## src/rtl/z80_wr_cycle_gen.sv

```systemverilog
// Z80 memory-write bus-cycle initiator: valid/ready request in, MREQ/WR strobes and enable-muxed Lin byte out.
// Optional per-cycle enable-order checker is built when ZXV_BUSGEN_SEQCHK_EN is defined.
module z80_wr_cycle_gen #(
    parameter int unsigned WR_DELAY = 2,
    parameter int unsigned MREQ_CYC = 40,
    parameter int unsigned IDLE_CYC = 8
) (
    input  logic        clk,
    input  logic        rst_pos,
    input  logic        i_valid,
    output logic        o_ready,
    input  logic [15:0] i_addr,
    input  logic [7:0]  i_data,
    input  logic        i_nowr,
    output logic        o_mreq_n,
    output logic        o_wr_n,
    input  logic        i_en_al_n,
    input  logic        i_en_ah_n,
    input  logic        i_en_d_n,
    output logic [7:0]  o_lin,
    output logic        o_busy,
    output logic        o_done,
    output logic        o_err_multi,
    output logic        o_seq_err
);

    typedef enum logic [1:0] {
        S_IDLE    = 2'd0,
        S_SETUP   = 2'd1,
        S_ACTIVE  = 2'd2,
        S_RELEASE = 2'd3
    } state_t;

    localparam logic [7:0] C_WR_LAST   = 8'(WR_DELAY - 1);
    localparam logic [7:0] C_MREQ_LAST = 8'(MREQ_CYC - 1);
    localparam logic [7:0] C_IDLE_LAST = 8'(IDLE_CYC - 1);

    state_t      r_state;
    state_t      w_state_nxt;
    logic [7:0]  r_cnt;
    logic [7:0]  w_cnt_nxt;
    logic        r_mreq_n;
    logic        w_mreq_n_nxt;
    logic        r_wr_n;
    logic        w_wr_n_nxt;
    logic        r_done;
    logic        w_done_nxt;
    logic        w_ready;
    logic        w_accept;
    logic        w_release;

    logic [15:0] r_addr;
    logic [7:0]  r_data;
    logic        r_nowr;

    logic [7:0]  r_lin;
    logic [7:0]  w_lin_nxt;
    logic        r_err_multi;
    logic        w_multi;

    assign w_ready  = (r_state == S_IDLE) && !rst_pos;
    assign w_accept = i_valid && w_ready;
    // Last mreq-low cycle: the edge that closes this cycle raises MREQ and WR together.
    assign w_release = (r_state == S_ACTIVE) && (r_cnt == C_MREQ_LAST);

    assign o_ready     = w_ready;
    assign o_busy      = (r_state != S_IDLE);
    assign o_done      = r_done;
    assign o_mreq_n    = r_mreq_n;
    assign o_wr_n      = r_wr_n;
    assign o_lin       = r_lin;
    assign o_err_multi = r_err_multi;

    // FSM state, phase counter and strobe registers
    always_ff @(posedge clk or posedge rst_pos) begin
        if (rst_pos) begin
            r_state  <= S_IDLE;
            r_cnt    <= 8'd0;
            r_mreq_n <= 1'b1;
            r_wr_n   <= 1'b1;
            r_done   <= 1'b0;
        end else begin
            r_state  <= w_state_nxt;
            r_cnt    <= w_cnt_nxt;
            r_mreq_n <= w_mreq_n_nxt;
            r_wr_n   <= w_wr_n_nxt;
            r_done   <= w_done_nxt;
        end
    end

    // FSM next-state, counter and strobe decode
    always_comb begin
        w_state_nxt  = r_state;
        w_cnt_nxt    = r_cnt;
        w_mreq_n_nxt = r_mreq_n;
        w_wr_n_nxt   = r_wr_n;
        w_done_nxt   = 1'b0;
        case (r_state)
            S_IDLE: begin
                if (w_accept) begin
                    w_state_nxt  = S_SETUP;
                    w_cnt_nxt    = 8'd0;
                    w_mreq_n_nxt = 1'b0;
                    w_wr_n_nxt   = 1'b1;
                end else begin
                    w_mreq_n_nxt = 1'b1;
                    w_wr_n_nxt   = 1'b1;
                end
            end
            S_SETUP: begin
                w_cnt_nxt = r_cnt + 8'd1;
                if (r_cnt == C_WR_LAST) begin
                    w_state_nxt = S_ACTIVE;
                    w_wr_n_nxt  = r_nowr;
                end else begin
                    w_state_nxt = S_SETUP;
                end
            end
            S_ACTIVE: begin
                if (w_release) begin
                    w_state_nxt  = S_RELEASE;
                    w_cnt_nxt    = 8'd0;
                    w_mreq_n_nxt = 1'b1;
                    w_wr_n_nxt   = 1'b1;
                end else begin
                    w_cnt_nxt = r_cnt + 8'd1;
                end
            end
            S_RELEASE: begin
                if (r_cnt == C_IDLE_LAST) begin
                    w_state_nxt = S_IDLE;
                    w_cnt_nxt   = 8'd0;
                    w_done_nxt  = 1'b1;
                end else begin
                    w_cnt_nxt = r_cnt + 8'd1;
                end
            end
            default: begin
                w_state_nxt  = S_IDLE;
                w_cnt_nxt    = 8'd0;
                w_mreq_n_nxt = 1'b1;
                w_wr_n_nxt   = 1'b1;
            end
        endcase
    end

    // Request latch; all-ones until the first accept so idle enables return 8'hFF
    always_ff @(posedge clk or posedge rst_pos) begin
        if (rst_pos) begin
            r_addr <= 16'hFFFF;
            r_data <= 8'hFF;
            r_nowr <= 1'b0;
        end else if (w_accept) begin
            r_addr <= i_addr;
            r_data <= i_data;
            r_nowr <= i_nowr;
        end else begin
            r_addr <= r_addr;
            r_data <= r_data;
            r_nowr <= r_nowr;
        end
    end

    // Bus mux select with priority al > ah > d, plus multi-enable detect
    always_comb begin
        w_lin_nxt = 8'hFF;
        w_multi   = 1'b0;
        if (!i_en_al_n) begin
            w_lin_nxt = r_addr[7:0];
        end else if (!i_en_ah_n) begin
            w_lin_nxt = r_addr[15:8];
        end else if (!i_en_d_n) begin
            w_lin_nxt = r_data;
        end else begin
            w_lin_nxt = 8'hFF;
        end
        if ((!i_en_al_n && !i_en_ah_n) || (!i_en_al_n && !i_en_d_n) || (!i_en_ah_n && !i_en_d_n)) begin
            w_multi = 1'b1;
        end else begin
            w_multi = 1'b0;
        end
    end

    // Registered bus byte and sticky multi-enable error
    always_ff @(posedge clk or posedge rst_pos) begin
        if (rst_pos) begin
            r_lin       <= 8'hFF;
            r_err_multi <= 1'b0;
        end else begin
            r_lin       <= w_lin_nxt;
            r_err_multi <= r_err_multi | w_multi;
        end
    end

`ifdef ZXV_BUSGEN_SEQCHK_EN
    logic r_seen_al;
    logic r_seen_ah;
    logic r_seen_d;
    logic r_seq_err;
    logic w_seq_viol;

    // Enable-order violation: out-of-order first-low, missing data phase, or enable outside MREQ
    always_comb begin
        w_seq_viol = 1'b0;
        if (r_mreq_n) begin
            if (!i_en_al_n || !i_en_ah_n || !i_en_d_n) begin
                w_seq_viol = 1'b1;
            end else begin
                w_seq_viol = 1'b0;
            end
        end else begin
            if (!i_en_al_n && !r_seen_al && (r_seen_ah || r_seen_d)) begin
                w_seq_viol = 1'b1;
            end else if (!i_en_ah_n && !r_seen_ah && !r_seen_al) begin
                w_seq_viol = 1'b1;
            end else if (!i_en_d_n && !r_seen_d && !r_seen_ah) begin
                w_seq_viol = 1'b1;
            end else if (w_release && !r_nowr && !r_seen_d && i_en_d_n) begin
                w_seq_viol = 1'b1;
            end else begin
                w_seq_viol = 1'b0;
            end
        end
    end

    // First-low tracking per mreq window, cleared on each accept
    always_ff @(posedge clk or posedge rst_pos) begin
        if (rst_pos) begin
            r_seen_al <= 1'b0;
            r_seen_ah <= 1'b0;
            r_seen_d  <= 1'b0;
            r_seq_err <= 1'b0;
        end else begin
            r_seq_err <= r_seq_err | w_seq_viol;
            if (w_accept) begin
                r_seen_al <= 1'b0;
                r_seen_ah <= 1'b0;
                r_seen_d  <= 1'b0;
            end else if (!r_mreq_n) begin
                r_seen_al <= r_seen_al | !i_en_al_n;
                r_seen_ah <= r_seen_ah | !i_en_ah_n;
                r_seen_d  <= r_seen_d  | !i_en_d_n;
            end else begin
                r_seen_al <= r_seen_al;
                r_seen_ah <= r_seen_ah;
                r_seen_d  <= r_seen_d;
            end
        end
    end

    assign o_seq_err = r_seq_err;
`else
    assign o_seq_err = 1'b0;
`endif

endmodule
```

## config.mk

```make
export PLATFORM = sky130hd
export DESIGN_NAME = z80_wr_cycle_gen
export DESIGN_NICKNAME = d
export VERILOG_FILES = /design/src/rtl/z80_wr_cycle_gen.sv
export SDC_FILE = /design/constraint.sdc
export NUM_CORES = 1
export LEC_CHECK = 0
export CORE_ASPECT_RATIO = 0.7
export CORE_MARGIN = 1
export CORE_UTILIZATION = 45
export DETAILED_ROUTE_END_ITERATION = 7
export GPL_TIMING_DRIVEN = 1
export PLACE_DENSITY = 0.82
export SYNTH_ARGS = -nofsm -noshare
export SYNTH_HDL_FRONTEND = slang
export SYNTH_SLANG_ARGS = --single-unit
export TNS_END_PERCENT = 100
```

## constraint.sdc

```tcl
create_clock -name clk -period 1.7 [get_ports clk]
set_input_delay 0.425 -clock clk [delete_from_list [all_inputs] [get_ports clk]]
set_output_delay 0.425 -clock clk [all_outputs]
set_load 0.05 [all_outputs]
```

==> impl_metrics.sql, run 1 <==
INSERT INTO impl_metrics (metric_group, metric, value, unit) VALUES
('run_status', 'outcome', 'finished with violations', ''),
('run_status', 'violations', 'DRC, setup timing', ''),
('cells_and_area', 'layout-drive-gt1-share', '48.4', '%'),
('detailed_routing', 'post_drt_wl_per_cell', '14.9', 'um'),
('die', 'chipWidth', '84.1', 'um'),
('yosys', 'synthArstFlopShare', '100', '%'),
('clock_network', 'cts_hold_buffers', '0', ''),
('clock_network', 'clock_latency', '310', 'ps'),
('clock_network', 'tritoncts_num_sinks', '47', ''),
('clock_network', 'path_clk_slew', '90', 'ps'),
('detailed_routing', 'first_iter_violations', '114', ''),
('clock_network', 'cts-htree-levels', '2', ''),
('yosys', 'synth_seq_cells', '47', ''),
('setup_path', 'critical_path_sink_type', 'flip-flop', ''),
('cells_and_area', 'seqCellArea', '0.00122', 'mm^2'),
('grt', 'grt_util_all_layers', '21.1', '%'),
('cells_and_area', 'fillers', '302', ''),
('power_and_ir_drop', 'p_leak', '0.00130', 'uW'),
('placed_design', 'place_inst', '297', ''),
('grt', 'grt_remaining_overflow', '0', ''),
('timing', 'setup-violations-final', '5', ''),
('power_and_ir_drop', 'power.density_cell_area', '706', 'mW/mm^2'),
('timing', 'setup_total_neg_slack', '-243', 'ps'),
('grt', 'grt_antenna_before_repair', '0', ''),
('detailed_routing', 'detail_route.vias_per_cell', '5.37', ''),
('setup_path', 'cp_top_family', 'simple AND/OR/NAND/NOR gates', ''),
('cells_and_area', 'synthToLayoutAreaGrowth', '48.3', '%'),
('timing', 'fin_crit_sh', '104', '%'),
('cells_and_area', 'antenna-diode-count', '0', ''),
('die', 'io_pins', '46', ''),
('placed_design', 'routabilityCongestion', '0.896', ''),
('setup_path', 'worstPathCellList', 'or4_4 -> nor4_4 -> buf_4 -> buf_6 -> a211oi_2 -> a21o_1', ''),
('cells_and_area', 'multi_input_area', '903', 'um^2'),
('worst_hold_path', 'hold_class', 'primary input to asynchronous set/reset pin', ''),
('timing', 'rsz0062_at_grt', 'yes', ''),
('setup_path', 'highest_cell_delay_on_the_worst_timing_path', '600', 'ps'),
('timing', 'setup_slack_of_the_critical_path_after_layout', '-60.2', 'ps'),
('grt', 'grt_pass1_wl', '7870', 'um'),
('yosys', 'ys_seq_area_share', '57.5', '%'),
('yosys', 'synth_enable_flop_cells', '0', ''),
('setup_path', 'cp_data_required_time', '1900', 'ps'),
('clock_network', 'root_buffer', 'sky130_fd_sc_hd__clkbuf_8', ''),
('timing', 'shortest_period_the_worst_path_allows', '1760', 'ps'),
('setup_path', 'cp_max_fo', '5', ''),
('run', 'drv_cap', '0', ''),
('setup_path', 'crit_type', 'flip-flop to flip-flop', ''),
('setup_path', 'crit_path_start_kind', 'flip-flop', ''),
('detailed_routing', 'first_pass_iters', '6', ''),
('cells_and_area', 'layoutNonFillerInstCount', '313', ''),
('yosys', 'synth_flop_cell', 'sky130_fd_sc_hd__dfstp_2', ''),
('die', 'initial_core_util', '47.9', '%'),
('setup_path', 'cell_with_the_biggest_individual_delay_on_the_critical_path', 'sky130_fd_sc_hd__or4_4', ''),
('timing', 'achievable-frequency', '0.568', 'GHz'),
('placed_design', 'detailedPlacementHpwl', '3370', 'um'),
('yosys', 'gate_count_after_technology_mapping', '188', ''),
('yosys', 'synthesis.area', '0.00212', 'mm^2'),
('cells_and_area', 'layout.nets', '290', ''),
('timing', 'final_hold_viol_count', '0', ''),
('placed_design', 'portBuffers', '44', ''),
('cells_and_area', 'mostFrequentLayoutCell', 'sky130_fd_sc_hd__dfstp_2', ''),
('die', 'floorplan.die_area', '0.00500', 'mm^2'),
('grt', 'vias_in_the_first_global_route', '1676', ''),
('timing', 'fin_skew', '14.9', 'ps'),
('setup_path', 'timing.critical_path.buf_inv', '2', ''),
('detailed_routing', 'detail_route.wirelength', '4670', 'um'),
('clock_network', 'cts-root-to-sink-buffers', '2', ''),
('detailed_routing', 'remaining_drc_errors', '11', ''),
('die', 'placementRows', '20', ''),
('power_and_ir_drop', 'peakVddDrop', '0.000443', 'V'),
('die', 'fp.dieH', '59.4', 'um'),
('die', 'floorplan_core_area', '0.00443', 'mm^2');
==> path summary, 6_finish.rpt <==
path | startpoint | end | slack, ps | cells past startpoint
setup / recovery | r_cnt[7]$_DFFE_PP0P_ | r_cnt[7]$_DFFE_PP0P_ | -60 | 6
hold reg to reg | o_err_multi$_DFF_PP0_ | o_err_multi$_DFF_PP0_ | 470 | 1
min in group clk | o_err_multi$_DFF_PP0_ | o_err_multi$_DFF_PP0_ | 470 | 1
setup reg to reg | r_cnt[7]$_DFFE_PP0P_ | r_cnt[7]$_DFFE_PP0P_ | -60 | 6
max in group asynchronous | rst_pos | o_lin[6]$_DFF_PP1_ | 830 | 4
hold / removal | rst_pos | r_cnt[4]$_DFFE_PP0P_ | 380 | 3
==> flip-flops by register name, indices dropped and copies added (netlist names), named ones only <==
name,cells
r_nowr,1
o_err_multi,1
r_data,8
r_state,1
o_mreq_n,1
r_addr,16
o_lin,8
r_cnt,8
o_done,1
o_wr_n,1
==> timing repair <==
action / CTS / global route
endpoints found under the setup margin: 12 / 10
pin swaps: 4 / 3
gates resized for setup: 10 / 14
buffers inserted: 5 / 3
==> layer usage <==
metal / global-route usage, % / part of all wire, % / up-vias
met5: 0 / 0 / -
met1: 27.6 / 46 / 808
met2: 32.8 / 46 / 56
li1: - / - / 803
met4: 9.11 / 2.7 / 0
met3: 6.96 / 6.2 / 13
==> final cells by class <==
class	instances	area share [%]
repair buffers	73	26.1
clock inverters	3	0.597
well taps	55	2.19
flip-flops and latches	47	38.8
multi-input cells	119	28.7
inverters	11	1.39
clock buffers	5	2.19
==> through the flow <==
stage	hold WS (ps)	instance area [um^2]	total power, uW	setup WS (ps)	util, %
4_1_cts	377	3070	2250	-69.6	69.3
3_5_place_dp	463	2910	1570	-270	65.8
3_3_place_gp	457	2910	1560	-209	65.8
5_1_grt	379	3150	2320	-120	71.0
2_1_floorplan	455	2150	1370	-80.9	-
6_report	376	3150	2220	-60.2	71.0
==> synth_stat cells (2+ instances only) <==
cell type,number,share of area (%)
sky130_fd_sc_hd__a21o_1,3,1.1
sky130_fd_sc_hd__a21oi_1,4,0.94
sky130_fd_sc_hd__buf_2,3,0.71
sky130_fd_sc_hd__clkbuf_1,7,1.2
sky130_fd_sc_hd__dfrtp_1,13,15
sky130_fd_sc_hd__dfstp_2,34,42
sky130_fd_sc_hd__ha_1,2,1.2
sky130_fd_sc_hd__inv_1,11,1.9
sky130_fd_sc_hd__mux2_2,21,11
sky130_fd_sc_hd__nand2_1,16,2.8
sky130_fd_sc_hd__nand2b_1,2,0.59
sky130_fd_sc_hd__nand3_1,3,0.71
sky130_fd_sc_hd__nor2_1,14,2.5
sky130_fd_sc_hd__nor3_1,2,0.47
sky130_fd_sc_hd__nor4_1,2,0.59
sky130_fd_sc_hd__o21ai_0,21,5.0
sky130_fd_sc_hd__o221ai_1,6,2.5
sky130_fd_sc_hd__or2_2,3,0.89
sky130_fd_sc_hd__or4_1,3,1.1
==> worst reg2reg max path, delay by kind of cell (launching register included) <==
kind | cells | cell delay [ps]
compound gates | 2 | 190
buf+inv | 2 | 290
flops | 1 | 400
simple gates | 2 | 790
==> cell families after synthesis <==
group	count (synthesis)	synth area share, %
and+or+nand+nor	52	13.0
xor gates and xnor gates	1	0.413
other	1	0.177
muxes	21	11.2
AOI/OAI and AO/OA	42	12.3
buffers and inverters	22	4.25
adders and majority gates	2	1.18
DFF	47	57.5
==> report_power, final <==
group	switching [uW]	internal, uW
registers	26.0	1190
logic	148	175
clock network	388	290
total	562	1660
No activity file was read; power rests on OpenSTA's default activity.
==> inputs of run 2 (changes only) <==
--- a/config.mk
+++ b/config.mk
@@ -5,12 +5,12 @@
 export SDC_FILE = /design/constraint.sdc
 export NUM_CORES = 1
 export LEC_CHECK = 0
-export CORE_ASPECT_RATIO = 0.7
+export CORE_ASPECT_RATIO = 0.75
 export CORE_MARGIN = 1
 export CORE_UTILIZATION = 45
 export DETAILED_ROUTE_END_ITERATION = 7
 export GPL_TIMING_DRIVEN = 1
-export PLACE_DENSITY = 0.82
+export PLACE_DENSITY = 0.75
 export SYNTH_ARGS = -nofsm -noshare
 export SYNTH_HDL_FRONTEND = slang
 export SYNTH_SLANG_ARGS = --single-unit
==> impl_metrics.sql, run 2 (synthesis gave the netlist of run 1 again) <==
INSERT INTO impl_metrics (metric_group, metric, value, unit) VALUES
('run_status', 'outcome', 'finished with violations', ''),
('clock_network', 'tritoncts_num_sinks', '47', ''),
('run_status', 'violations', 'setup timing', ''),
('die', 'fp.dieH', '61.5', 'um'),
('detailed_routing', 'antenna_left', '0', ''),
('setup_path', 'crit_path_start_kind', 'flip-flop', ''),
('cells_and_area', 'max_flop_register', 'r_addr', ''),
('worst_hold_path', 'hold_class', 'primary input to asynchronous set/reset pin', ''),
('clock_network', 'cts-root-to-sink-buffers', '2', ''),
('clock_network', 'root_buffer', 'sky130_fd_sc_hd__clkbuf_8', ''),
('clock_network', 'clock_latency', '300', 'ps'),
('power_and_ir_drop', 'p_leak', '0.00132', 'uW'),
('detailed_routing', 'detail_route.vias_per_cell', '5.36', ''),
('cells_and_area', 'largest_reg_flops', '16', ''),
('cells_and_area', 'final_design_area_excluding_fillers', '0.00318', 'mm^2'),
('setup_path', 'critical_path_arrival', '1970', 'ps'),
('placed_design', 'detailedPlacementHpwl', '3300', 'um'),
('power_and_ir_drop', 'peakVddDrop', '0.000506', 'V'),
('detailed_routing', 'remaining_drc_errors', '0', ''),
('timing', 'final_hold_viol_count', '0', ''),
('grt', 'grt_antenna_before_repair', '0', ''),
('placed_design', 'dpl_cell_area', '0.00295', 'mm^2'),
('die', 'initial_core_util', '47.2', '%'),
('die', 'placementRows', '21', ''),
('setup_path', 'critical_path_sink_type', 'flip-flop', ''),
('detailed_routing', 'post_drt_wl_per_cell', '15.4', 'um'),
('setup_path', 'cp_data_required_time', '1890', 'ps'),
('placed_design', 'portBuffers', '44', ''),
('cells_and_area', 'layout.nets', '292', ''),
('die', 'chipWidth', '81.3', 'um'),
('placed_design', 'routabilityCongestion', '0.858', ''),
('die', 'floorplan.die_area', '0.00499', 'mm^2'),
('cells_and_area', 'synthToLayoutAreaGrowth', '50.1', '%'),
('cells_and_area', 'most-common-layout-cells', '34 x sky130_fd_sc_hd__dfstp_2, 29 x sky130_fd_sc_hd__clkdlybuf4s50_1, 27 x sky130_fd_sc_hd__buf_4, 21 x sky130_fd_sc_hd__o21ai_0, 21 x sky130_fd_sc_hd__mux2_2', ''),
('detailed_routing', 'detail_route.wirelength', '4870', 'um'),
('clock_network', 'tritoncts', 'yes', ''),
('setup_path', 'crit_type', 'flip-flop to flip-flop', ''),
('setup_path', 'cp_max_fo', '7', ''),
('timing', 'achievable-frequency', '0.562', 'GHz'),
('power_and_ir_drop', 'power.density_cell_area', '753', 'mW/mm^2'),
('detailed_routing', 'first_iter_violations', '126', ''),
('grt', 'grt_remaining_overflow', '0', ''),
('grt', 'grt_pass1_wl', '7920', 'um'),
('die', 'io_pins', '46', ''),
('clock_network', 'number_of_buffers_created_by_cts', '5', ''),
('cells_and_area', 'mostFrequentLayoutCell', 'sky130_fd_sc_hd__dfstp_2', ''),
('detailed_routing', 'route.vias.total', '1698', ''),
('detailed_routing', 'first_pass_iters', '4', ''),
('grt', 'grt_util_all_layers', '21.7', '%'),
('timing', 'fin_skew', '1.70', 'ps'),
('clock_network', 'cts_hold_buffers', '0', ''),
('clock_network', 'path_clk_slew', '90', 'ps'),
('cells_and_area', 'antenna-diode-count', '0', ''),
('die', 'floorplan_core_area', '0.00449', 'mm^2'),
('timing', 'fin_crit_sh', '105', '%'),
('clock_network', 'cts-htree-levels', '2', ''),
('grt', 'vias_in_the_first_global_route', '1666', ''),
('timing', 'timing.final.max_slew_violations', '0', ''),
('power_and_ir_drop', 'post-layout-total-power', '2400', 'uW'),
('timing', 'setup-violations-final', '6', ''),
('placed_design', 'pre_cts_ws', '-220', 'ps'),
('cells_and_area', 'layout-drive-gt1-share', '47.7', '%'),
('timing', 'shortest_period_the_worst_path_allows', '1780', 'ps'),
('timing', 'setup_slack_of_the_critical_path_after_layout', '-80.9', 'ps'),
('setup_path', 'worst-r2r-cell-count', '5', ''),
('grt', 'grt_start_max_net_pins', '20', ''),
('timing', 'fin_hold_ws', '366', 'ps'),
('timing', 'rsz0062_at_grt', 'yes', ''),
('run', 'drv_cap', '0', ''),
('cells_and_area', 'final_util', '70.9', '%');
run 2: changes by cell type in the layout (fill, tap and decap cells not counted), sizes merged:
cell    before  now
clkbuf       5    8
buf         43   45
clkinv       3    0
run 2: repair_timing:
item	in CTS	in global routing
gates resized for setup	10	6
buffers inserted	3	4
endpoints found under the setup margin	12	12
pin swaps	2	5
run 2: worst max-delay path, cell delays in order (launching register included):
cell and delay, ps:
sky130_fd_sc_hd__dfrtp_1 390, sky130_fd_sc_hd__or4_4 620, sky130_fd_sc_hd__nor4_4 190, sky130_fd_sc_hd__buf_6 170
sky130_fd_sc_hd__nor3_2 40, sky130_fd_sc_hd__a211o_1 260
run 2: area by class of cell:
class	instances	area (um^2)
multi-input cells	119	881
inverters	11	43.8
repair buffers	75	845
clock buffers	8	123
flip-flops and latches	47	1220
fillers	293	1310
well taps	57	71.3
run 2: where the power goes:
group	total, uW	internal (uW)	switching, uW
clock	850	470	380
combinational	326	176	149
sequential	1220	1190	27.0
run 2: path summary, 6_finish.rpt:
check                                      startpoint  slack (ps)                    end
min in group clk                o_err_multi$_DFF_PP0_         480  o_err_multi$_DFF_PP0_
worst max-delay path             r_cnt[7]$_DFFE_PP0P_         -80   r_cnt[3]$_DFFE_PP0P_
worst min-delay path                          rst_pos         370     r_nowr$_DFFE_PP0P_
worst min register to register  o_err_multi$_DFF_PP0_         480  o_err_multi$_DFF_PP0_
max in group asynchronous                     rst_pos         890  r_data[7]$_DFFE_PP1P_
worst max register to register   r_cnt[7]$_DFFE_PP0P_         -80   r_cnt[3]$_DFFE_PP0P_
run 2: per-layer routing:
metal  GRT usage [%]  share of wire, %
met1            28.4                45
met3            4.59               5.0
met2            36.0                48
met5               0                 0
met4            7.65               1.3
run 2: through the flow:
stage	std cells	TNS, ps
6_report	317	-175
5_1_grt	317	-712
4_1_cts	313	-383
3_5_place_dp	302	-4910
3_3_place_gp	302	-3870
2_1_floorplan	188	-159
==> inputs of run 3 (changes only) <==
--- a/config.mk
+++ b/config.mk
@@ -9,6 +9,7 @@
 export CORE_MARGIN = 1
 export CORE_UTILIZATION = 45
 export DETAILED_ROUTE_END_ITERATION = 7
+export GPL_ROUTABILITY_DRIVEN = 0
 export GPL_TIMING_DRIVEN = 1
 export PLACE_DENSITY = 0.75
 export SYNTH_ARGS = -nofsm -noshare
==> results of run 3 <==
Same layout as run 2: the final DEF is identical, and so are final timing and power.
